**src/rtl/id_ex_stage.sv**
```systemverilog
// ID/EX pipeline register with load-use hazard detection, writeback bypass
// into the operand latches, and a saturating stall counter.
module id_ex_stage (
    input  logic        clock,
    input  logic        reset,
    input  logic        id_valid,
    input  logic [31:0] id_pc,
    input  logic [4:0]  id_rs,
    input  logic [4:0]  id_rt,
    input  logic [4:0]  id_rd,
    input  logic [31:0] id_imm,
    input  logic [3:0]  id_aluop,
    input  logic        id_regwrite,
    input  logic        id_memread,
    input  logic        id_memwrite,
    input  logic        id_memtoreg,
    input  logic        id_alusrc,
    input  logic        id_regdst,
    input  logic [31:0] rf_outa,
    input  logic [31:0] rf_outb,
    input  logic        flush,
    input  logic        wb_we,
    input  logic [4:0]  wb_wrreg,
    input  logic [31:0] wb_data,
    output logic        ex_valid,
    output logic [31:0] ex_pc,
    output logic [31:0] ex_a,
    output logic [31:0] ex_b,
    output logic [31:0] ex_imm,
    output logic [4:0]  ex_rs,
    output logic [4:0]  ex_rt,
    output logic [4:0]  ex_dest,
    output logic [3:0]  ex_aluop,
    output logic        ex_regwrite,
    output logic        ex_memread,
    output logic        ex_memwrite,
    output logic        ex_memtoreg,
    output logic        ex_alusrc,
    output logic        stall,
    output logic [15:0] stall_count
);

    logic        w_stall;
    logic        w_bubble;
    logic [4:0]  w_dest;
    logic        w_byp_a;
    logic        w_byp_b;

    // A load in EX whose result the ID instruction needs cannot be forwarded in time.
    assign w_stall  = id_valid & ex_valid & ex_memread & (ex_dest != 5'd0) &
                      ((ex_dest == id_rs) | (ex_dest == id_rt));
    assign stall    = w_stall;
    assign w_bubble = flush | w_stall | ~id_valid;
    assign w_dest   = id_regdst ? id_rd : id_rt;
    assign w_byp_a  = wb_we & (wb_wrreg != 5'd0) & (wb_wrreg == id_rs);
    assign w_byp_b  = wb_we & (wb_wrreg != 5'd0) & (wb_wrreg == id_rt);

    always_ff @(posedge clock) begin
        if (reset) begin
            ex_valid    <= 1'b0;
            ex_pc       <= '0;
            ex_a        <= '0;
            ex_b        <= '0;
            ex_imm      <= '0;
            ex_rs       <= '0;
            ex_rt       <= '0;
            ex_dest     <= '0;
            ex_aluop    <= '0;
            ex_regwrite <= 1'b0;
            ex_memread  <= 1'b0;
            ex_memwrite <= 1'b0;
            ex_memtoreg <= 1'b0;
            ex_alusrc   <= 1'b0;
            stall_count <= '0;
        end else begin
            if (w_stall && stall_count != 16'hFFFF)
                stall_count <= stall_count + 16'd1;
            if (w_bubble) begin
                // Clearing memread here is what limits a load-use stall to one cycle.
                ex_valid    <= 1'b0;
                ex_pc       <= '0;
                ex_a        <= '0;
                ex_b        <= '0;
                ex_imm      <= '0;
                ex_rs       <= '0;
                ex_rt       <= '0;
                ex_dest     <= '0;
                ex_aluop    <= '0;
                ex_regwrite <= 1'b0;
                ex_memread  <= 1'b0;
                ex_memwrite <= 1'b0;
                ex_memtoreg <= 1'b0;
                ex_alusrc   <= 1'b0;
            end else begin
                ex_valid    <= 1'b1;
                ex_pc       <= id_pc;
                ex_a        <= w_byp_a ? wb_data : rf_outa;
                ex_b        <= w_byp_b ? wb_data : rf_outb;
                ex_imm      <= id_imm;
                ex_rs       <= id_rs;
                ex_rt       <= id_rt;
                ex_dest     <= w_dest;
                ex_aluop    <= id_aluop;
                ex_regwrite <= id_regwrite & (w_dest != 5'd0);
                ex_memread  <= id_memread;
                ex_memwrite <= id_memwrite;
                ex_memtoreg <= id_memtoreg;
                ex_alusrc   <= id_alusrc;
            end
        end
    end

endmodule

```
**config.mk**
```make
export PLATFORM = sky130hd
export DESIGN_NAME = id_ex_stage
export DESIGN_NICKNAME = d
export VERILOG_FILES = /design/src/rtl/id_ex_stage.sv
export SDC_FILE = /design/constraint.sdc
export NUM_CORES = 1
export LEC_CHECK = 0
export CAP_MARGIN = 20
export CORE_AREA = 2 2 140 142
export CTS_CLUSTER_DIAMETER = 200
export DETAILED_ROUTE_END_ITERATION = 6
export DIE_AREA = 0 0 142 144
export PLACE_DENSITY = 0.7
export SLEW_MARGIN = 20
export SYNTH_ARGS = -nofsm -noshare
export SYNTH_HDL_FRONTEND = slang
export SYNTH_SLANG_ARGS = --single-unit
```
**constraint.sdc**
```tcl
create_clock -name clock -period 4.17 [get_ports clock]
set_input_delay 0.834 -clock clock [delete_from_list [all_inputs] [get_ports clock]]
set_output_delay 0.834 -clock clock [all_outputs]
set_load 0.05 [all_outputs]
```
==> flow_metrics.tcl, run 1 <==
set metrics [dict create \
    cts_root_buf "clkbuf_16" \
    clock_sinks 169 \
    critPathMaxFanout 22 \
    drc 0 \
    routabilityCongestion 0.7749 \
    viasPerCell 4.358 \
    cap_violations 0 \
    htree_levels 4 \
    setup_viol 0 \
    grt_pass1_wl_mm 27.10 \
    core-area_um2 19080 \
    cts_inserted_buffers 17 \
    drtIter0Drc 174 \
    status "completed" \
    grt_pass1_vias 4944 \
    fillers 1728 \
    dieArea_um2 20450 \
    start_util_pct 30.94 \
    ys_seq_area_share_pct 57.31 \
    clk_latency_ps 430 \
    avgSynthCellArea_um2 10.87 \
    wl_per_cell_um 15.78 \
    path_class "primary input to output pin" \
    cp-start-kind "primary input" \
    drive_gt1_share_pct 5.677 \
    cts_tree "done" \
    clockBufferDepth 2 \
    post_cts_buffers 0 \
    worstHoldStart "stall_count[4]$_SDFFE_PP0P_" \
    grt_usage_pct 17.51 \
    synth.top_cell.area_share_pct 57.31 \
    whs_ps 530.3 \
    grt.overflow.total 0 \
    syn_to_final_growth_pct 75.48 \
    dr_total_vias 5033 \
    startpoint "id_rt[4]" \
    cts-resized-gates 0 \
    grt_antenna_before_repair 1 \
    maxSlewHeadroom_pct 43.86 \
    p_leak_nw 3.830 \
    hold_depth 2 \
    synthTopCellsByArea "dfxtp_1, mux2i_1, and2_1, nor2_1, xor2_1" \
    hold_viol_final 0 \
    die_w_um 142 \
    fin_crit_ps 3326 \
    wl_mm 18.23 \
    fin_crit_sh_pct 79.77 \
    worst_slew_pin_slew_ps 842.1 \
    synth_cell_types 38 \
    postRouteAntennaNets 0 \
    synthCells 543 \
    r2r-start "ex_dest[1]$_SDFF_PP0_" \
    grt_max_degree 84 \
    arrival_ps 2490 \
    synth_area_leader_cell "dfxtp_1" \
    drt_pre_antenna_iters 4 \
    hold_class "flop to flop" \
    clk_pin_slew_ps 70 \
    num-nets-final 1099 \
    ys_ff_latch 169 \
    dp_hpwl_mm 13.83 \
    die_h_um 144 \
    fmax_mhz 300.6 \
    ys_warn_count 0 \
    cts_hold_repair.buffers 0 \
    endpoint_kind "output pin" \
    rr_worst_depth 6 \
    tns_ps 0 \
    regToRegSetupSlack_ps 1730 \
    slew_viol_final 0 \
    io_pins 365 \
    skew_ps 15.50 \
    min_to "stall_count[4]$_SDFFE_PP0P_" \
    port_buffers 364 \
    r2r-end "ex_rt[1]$_SDFF_PP0_" \
    power_density_nw_per_um2 364.4 \
    cp.required_ps 3340 \
    syn-num-nets 739 \
    ir_drop_uv 260.9 \
    fp-row-count 51 \
    synth.cell_area_um2 5903 \
    rsz0062_at_grt "no" \
]
## Yosys cell counts (all sizes together)
cell type	number
xnor2	6
nor3	4
a22oi	1
or3	1
a311oi	1
inv	4
or4	8
nand2b	3
clkbuf	11
xor2	14
ha	1
nor2	86
and4	1
mux2i	70
dfxtp	169
nand3	10
o21ai	3
o211ai	3
nand4	1
and2	82
nand2	5
nor4	8
nor2b	9
buf	17
a21oi	7
nor4b	2
mux2	9
o31ai	7
## report_power, final
part | switching, mW | internal [mW] | total, mW
clock network | 0.765 | 0.813 | 1.58
logic | 0.259 | 0.271 | 0.530
registers | 0.0129 | 1.65 | 1.67
total | 1.04 | 2.74 | 3.77
## cell families (layout without fill, tap and decap cells)
group / count (synthesis) / count (layout) / share of synthesized area, %
buffers and inverters: 32 / 405 / 2.628
flip-flops: 169 / 169 / 57.31
multiplexers: 79 / 79 / 13.59
other: 0 / 1 / 0
AND/OR/NAND/NOR: 220 / 220 / 20.54
AO/OA/AOI/OAI: 22 / 22 / 2.755
adder cells (fa/ha/maj): 1 / 1 / 0.2119
XOR/XNOR: 20 / 20 / 2.967
## per-layer routing
layer / wire length (µm) / global-route usage (%) / share of wire (%)
met5: 0 / 0 / 0
met4: 247 / 5.526 / 1.4
met3: 1636 / 7.550 / 9.0
met2: 9245 / 30.61 / 51
met1: 7097 / 19.21 / 39
## placed cells by master, fill, tap and decap left out, drive strengths merged
master           n
o211ai           3
a22oi            1
or3              1
inv              9
dfxtp          169
clkbuf          17
nor2            86
and2            82
ha               1
o31ai            7
clkinvlp         2
nor4b            2
nor3             4
nand4            1
nand2b           3
and4             1
xnor2            6
nor4             8
or4              8
nand3           10
xor2            14
nor2b            9
diode            1
clkdlybuf4s50  363
o21ai            3
a21oi            7
clkinv           8
mux2i           70
buf              6
mux2             9
nand2            5
a311oi           1
## registers in the layout, summed over array words and instances, names as in the netlist, 4 cells and up
signal and cells:
ex_a 32, ex_pc 32, ex_aluop 4, ex_rs 5, ex_b 32, ex_rt 5, ex_dest 5, ex_imm 32
stall_count 16
## how the worst max path moves through the flow
stage          endpoint  slack (ps)  depth (start not counted)
2_1_floorplan     stall        1180                          5
3_3_place_gp      stall         840                          7
3_5_place_dp      stall         830                          7
4_1_cts           stall         830                          7
5_1_grt           stall         730                          7
6_report          stall         840                          7
## area by class of cell
| cell class | count | area, µm² | share of cell area [%] |
|---|---|---|---|
| antenna | 1 | 2.502 | 0.02416 |
| clock inverter | 15 | 181.4 | 1.751 |
| sequential | 169 | 3383 | 32.66 |
| timing repair buffer | 369 | 3679 | 35.51 |
| clock buffer | 17 | 425.4 | 4.107 |
| inverter | 4 | 16.27 | 0.1570 |
| tap | 238 | 297.8 | 2.875 |
| multi-input combinational | 342 | 2374 | 22.91 |
## metrics by stage
stage / area (µm²) / instances / utilization (%) / setup WS, ps / power, mW
4_1_cts: 10350 / 1154 / 54.27 / 832.7 / 3.833
3_5_place_dp: 9748 / 1122 / 51.09 / 833.7 / 2.237
5_1_grt: 10360 / 1155 / 54.29 / 734.5 / 3.929
2_1_floorplan: 5903 / 543 / - / 1179 / 1.944
3_3_place_gp: 9748 / 1122 / 51.09 / 840.4 / 2.235
6_report: 10360 / 1155 / 54.29 / 843.6 / 3.775
## worst max-delay path, stage by stage
cell             delay (ps)
clkdlybuf4s50_1         620
xor2_1                  210
nor3_2                   60
a22oi_2                 200
buf_4                   290
nor2_1                   70
buf_4                   190
No activity file was read; power rests on OpenSTA's default activity.
==> inputs of run 2 (changes only) <==
--- a/config.mk
+++ b/config.mk
@@ -6,11 +6,11 @@
 export NUM_CORES = 1
 export LEC_CHECK = 0
 export CAP_MARGIN = 20
-export CORE_AREA = 2 2 140 142
+export CORE_AREA = 2 2 141 143
 export CTS_CLUSTER_DIAMETER = 200
 export DETAILED_ROUTE_END_ITERATION = 6
-export DIE_AREA = 0 0 142 144
-export PLACE_DENSITY = 0.7
+export DIE_AREA = 0 0 143 145
+export PLACE_DENSITY = 0.72
 export SLEW_MARGIN = 20
 export SYNTH_ARGS = -nofsm -noshare
 export SYNTH_HDL_FRONTEND = slang
==> constraint.sdc (replaced) <==
create_clock -name clock -period 2.8 [get_ports clock]
set_input_delay 0.56 -clock clock [delete_from_list [all_inputs] [get_ports clock]]
set_output_delay 0.56 -clock clock [all_outputs]
set_load 0.05 [all_outputs]
==> run 2 against run 1 <==
  * Power increased by 52%
  * Utilization increased by 0.70 points
  * First-iteration DRC count decreased by 30%
  * Final area increased by 2.0%
  * Sequential power increased by 49%
  * Count of clock-buffer cells in the layout increased by 2
  * Wire length increased by 5.7%
  * Global-route usage increased by 1.2 points
  * Clock power increased by 54%
  * Critical endpoint unchanged
  * Worst setup slack got worse by 660 ps
==> flow_metrics.tcl, run 2 (synthesis gave the netlist of run 1 again) <==
set metrics [dict create \
    status "completed" \
    num-nets-final 1111 \
    worstHoldStart "stall_count[4]$_SDFFE_PP0P_" \
    critPathMostFrequentCell "buf_4" \
    fmax_mhz 381.7 \
    dieArea_um2 20740 \
    fin_crit_ps 2620 \
    drt_pre_antenna_iters 4 \
    arrival_ps 2060 \
    grt_antenna_before_repair 1 \
    post_cts_buffers 0 \
    grt_pass1_vias 5405 \
    grt_usage_pct 18.73 \
    worst_slew_pin_slew_ps 815.3 \
    syn_to_final_growth_pct 78.93 \
    hold_viol_final 0 \
    cp_top_family "buffers and inverters" \
    slew_viol_final 0 \
    die_w_um 143 \
    r2r-start "stall_count[0]$_SDFFE_PP0P_" \
    tns_ps 0 \
    skew_ps 17.72 \
    path_class "primary input to output pin" \
    drive_gt1_share_pct 6.897 \
    cts_root_buf "clkbuf_16" \
    drtIter0Drc 121 \
    clk_latency_ps 420 \
    port_buffers 364 \
    clk_pin_slew_ps 70 \
    place_inst 1161 \
    hold_class "flop to flop" \
    htree_levels 4 \
    drc 0 \
    wl_mm 19.26 \
    postRouteAntennaNets 0 \
    fillers 1702 \
    grt_pass1_wl_mm 29.57 \
    rsz0062_at_grt "no" \
    die_h_um 145 \
    fin_crit_sh_pct 93.56 \
    start_util_pct 30.73 \
    grt_max_degree 73 \
    ir_drop_uv 398.5 \
    cp_cell_sequence "clkdlybuf4s50_1 > buf_4 > xor2_1 > nor3_2 > a22oi_2 > nor2_1 > buf_4" \
    final_cells 1194 \
    cp-start-kind "primary input" \
    crit_path_max_incr_delay_ps 530 \
    setup_viol 0 \
    cp.required_ps 2240 \
    fp-row-count 51 \
    whs_ps 532.2 \
    clockBufferDepth 2 \
    cts_hold_repair.buffers 0 \
    dr_total_vias 5150 \
    cap_violations 0 \
    power_mw 5.724 \
    startpoint "id_rt[0]" \
    power_density_nw_per_um2 541.9 \
    cts_inserted_buffers 17 \
    final_common_cell "clkdlybuf4s50_1" \
    viasPerCell 4.313 \
    crit_path_top_delay_cell "clkdlybuf4s50_1" \
    layout_common_cells "clkdlybuf4s50_1, dfxtp_1, nor2_1" \
    endpoint_kind "output pin" \
    grt.overflow.total 0 \
    cts-resized-gates 0 \
    critPathMaxFanout 4 \
    dp_hpwl_mm 14.90 \
    maxSlewHeadroom_pct 45.24 \
    clock_sinks 169 \
    cts_tree "done" \
    path_buf_inv 3 \
    wl_per_cell_um 16.13 \
    p_leak_nw 3.920 \
    core-area_um2 19210 \
    routabilityCongestion 0.7853 \
    io_pins 365 \
]
run 2: power by group:
part           internal, mW  switching [mW]
combinational         0.420           0.395
sequential             2.46          0.0194
clock                  1.39            1.04
run 2: worst min-delay path, cell delays in order, from the launching register on:
cell and delay [ps]:
dfxtp_1 350, o31ai_1 80, a21oi_1 60
run 2: path summary, 6_finish.rpt:
check,endpoint,slack [ps],depth (start not counted)
setup reg to reg,stall_count[14]$_SDFFE_PP0P_,660,6
hold / removal,stall_count[4]$_SDFFE_PP0P_,530,2
setup / recovery,stall,180,7
hold reg to reg,stall_count[4]$_SDFFE_PP0P_,530,2
run 2: cell type report:
class / instances / area, µm² / share of cell area (%)
Timing Repair Buffer: 381 / 3844 / 36.39
Sequential cell: 169 / 3383 / 32.03
Multi-Input combinational cell: 342 / 2374 / 22.47
Clock buffer: 19 / 452.9 / 4.288
Tap cell: 265 / 331.6 / 3.139
Clock inverter: 13 / 160.2 / 1.516
Inverter: 4 / 15.01 / 0.1421
Antenna cell: 1 / 2.502 / 0.02369
run 2: routing by layer:
| metal | up-vias | share of wire, % | GRT usage, % |
|---|---|---|---|
| li1 | 2546 | - | - |
| met1 | 2345 | 37 | 19.09 |
| met2 | 236 | 51 | 33.83 |
| met3 | 23 | 10 | 8.317 |
| met4 | 0 | 1.8 | 5.941 |
| met5 | - | 0 | 0 |
run 2: stage by stage:
| stage | setup WS (ps) | instance area (µm²) | utilization [%] |
|---|---|---|---|
| after floorplan | 254.4 | 5903 | - |
| after global placement | -57.45 | 9947 | 51.79 |
| after detailed placement | -80.24 | 9947 | 51.79 |
| after CTS | 151.0 | 10560 | 54.98 |
| after global routing | 71.54 | 10560 | 54.98 |
| final | 180.4 | 10560 | 54.99 |
==> inputs of run 3 (changes only) <==
--- a/config.mk
+++ b/config.mk
@@ -8,6 +8,7 @@
 export CAP_MARGIN = 20
 export CORE_AREA = 2 2 141 143
 export CTS_CLUSTER_DIAMETER = 200
+export CTS_CLUSTER_SIZE = 20
 export DETAILED_ROUTE_END_ITERATION = 6
 export DIE_AREA = 0 0 143 145
 export PLACE_DENSITY = 0.72
==> results of run 3 <==
Final layout, timing and power as in run 2 (identical DEF).
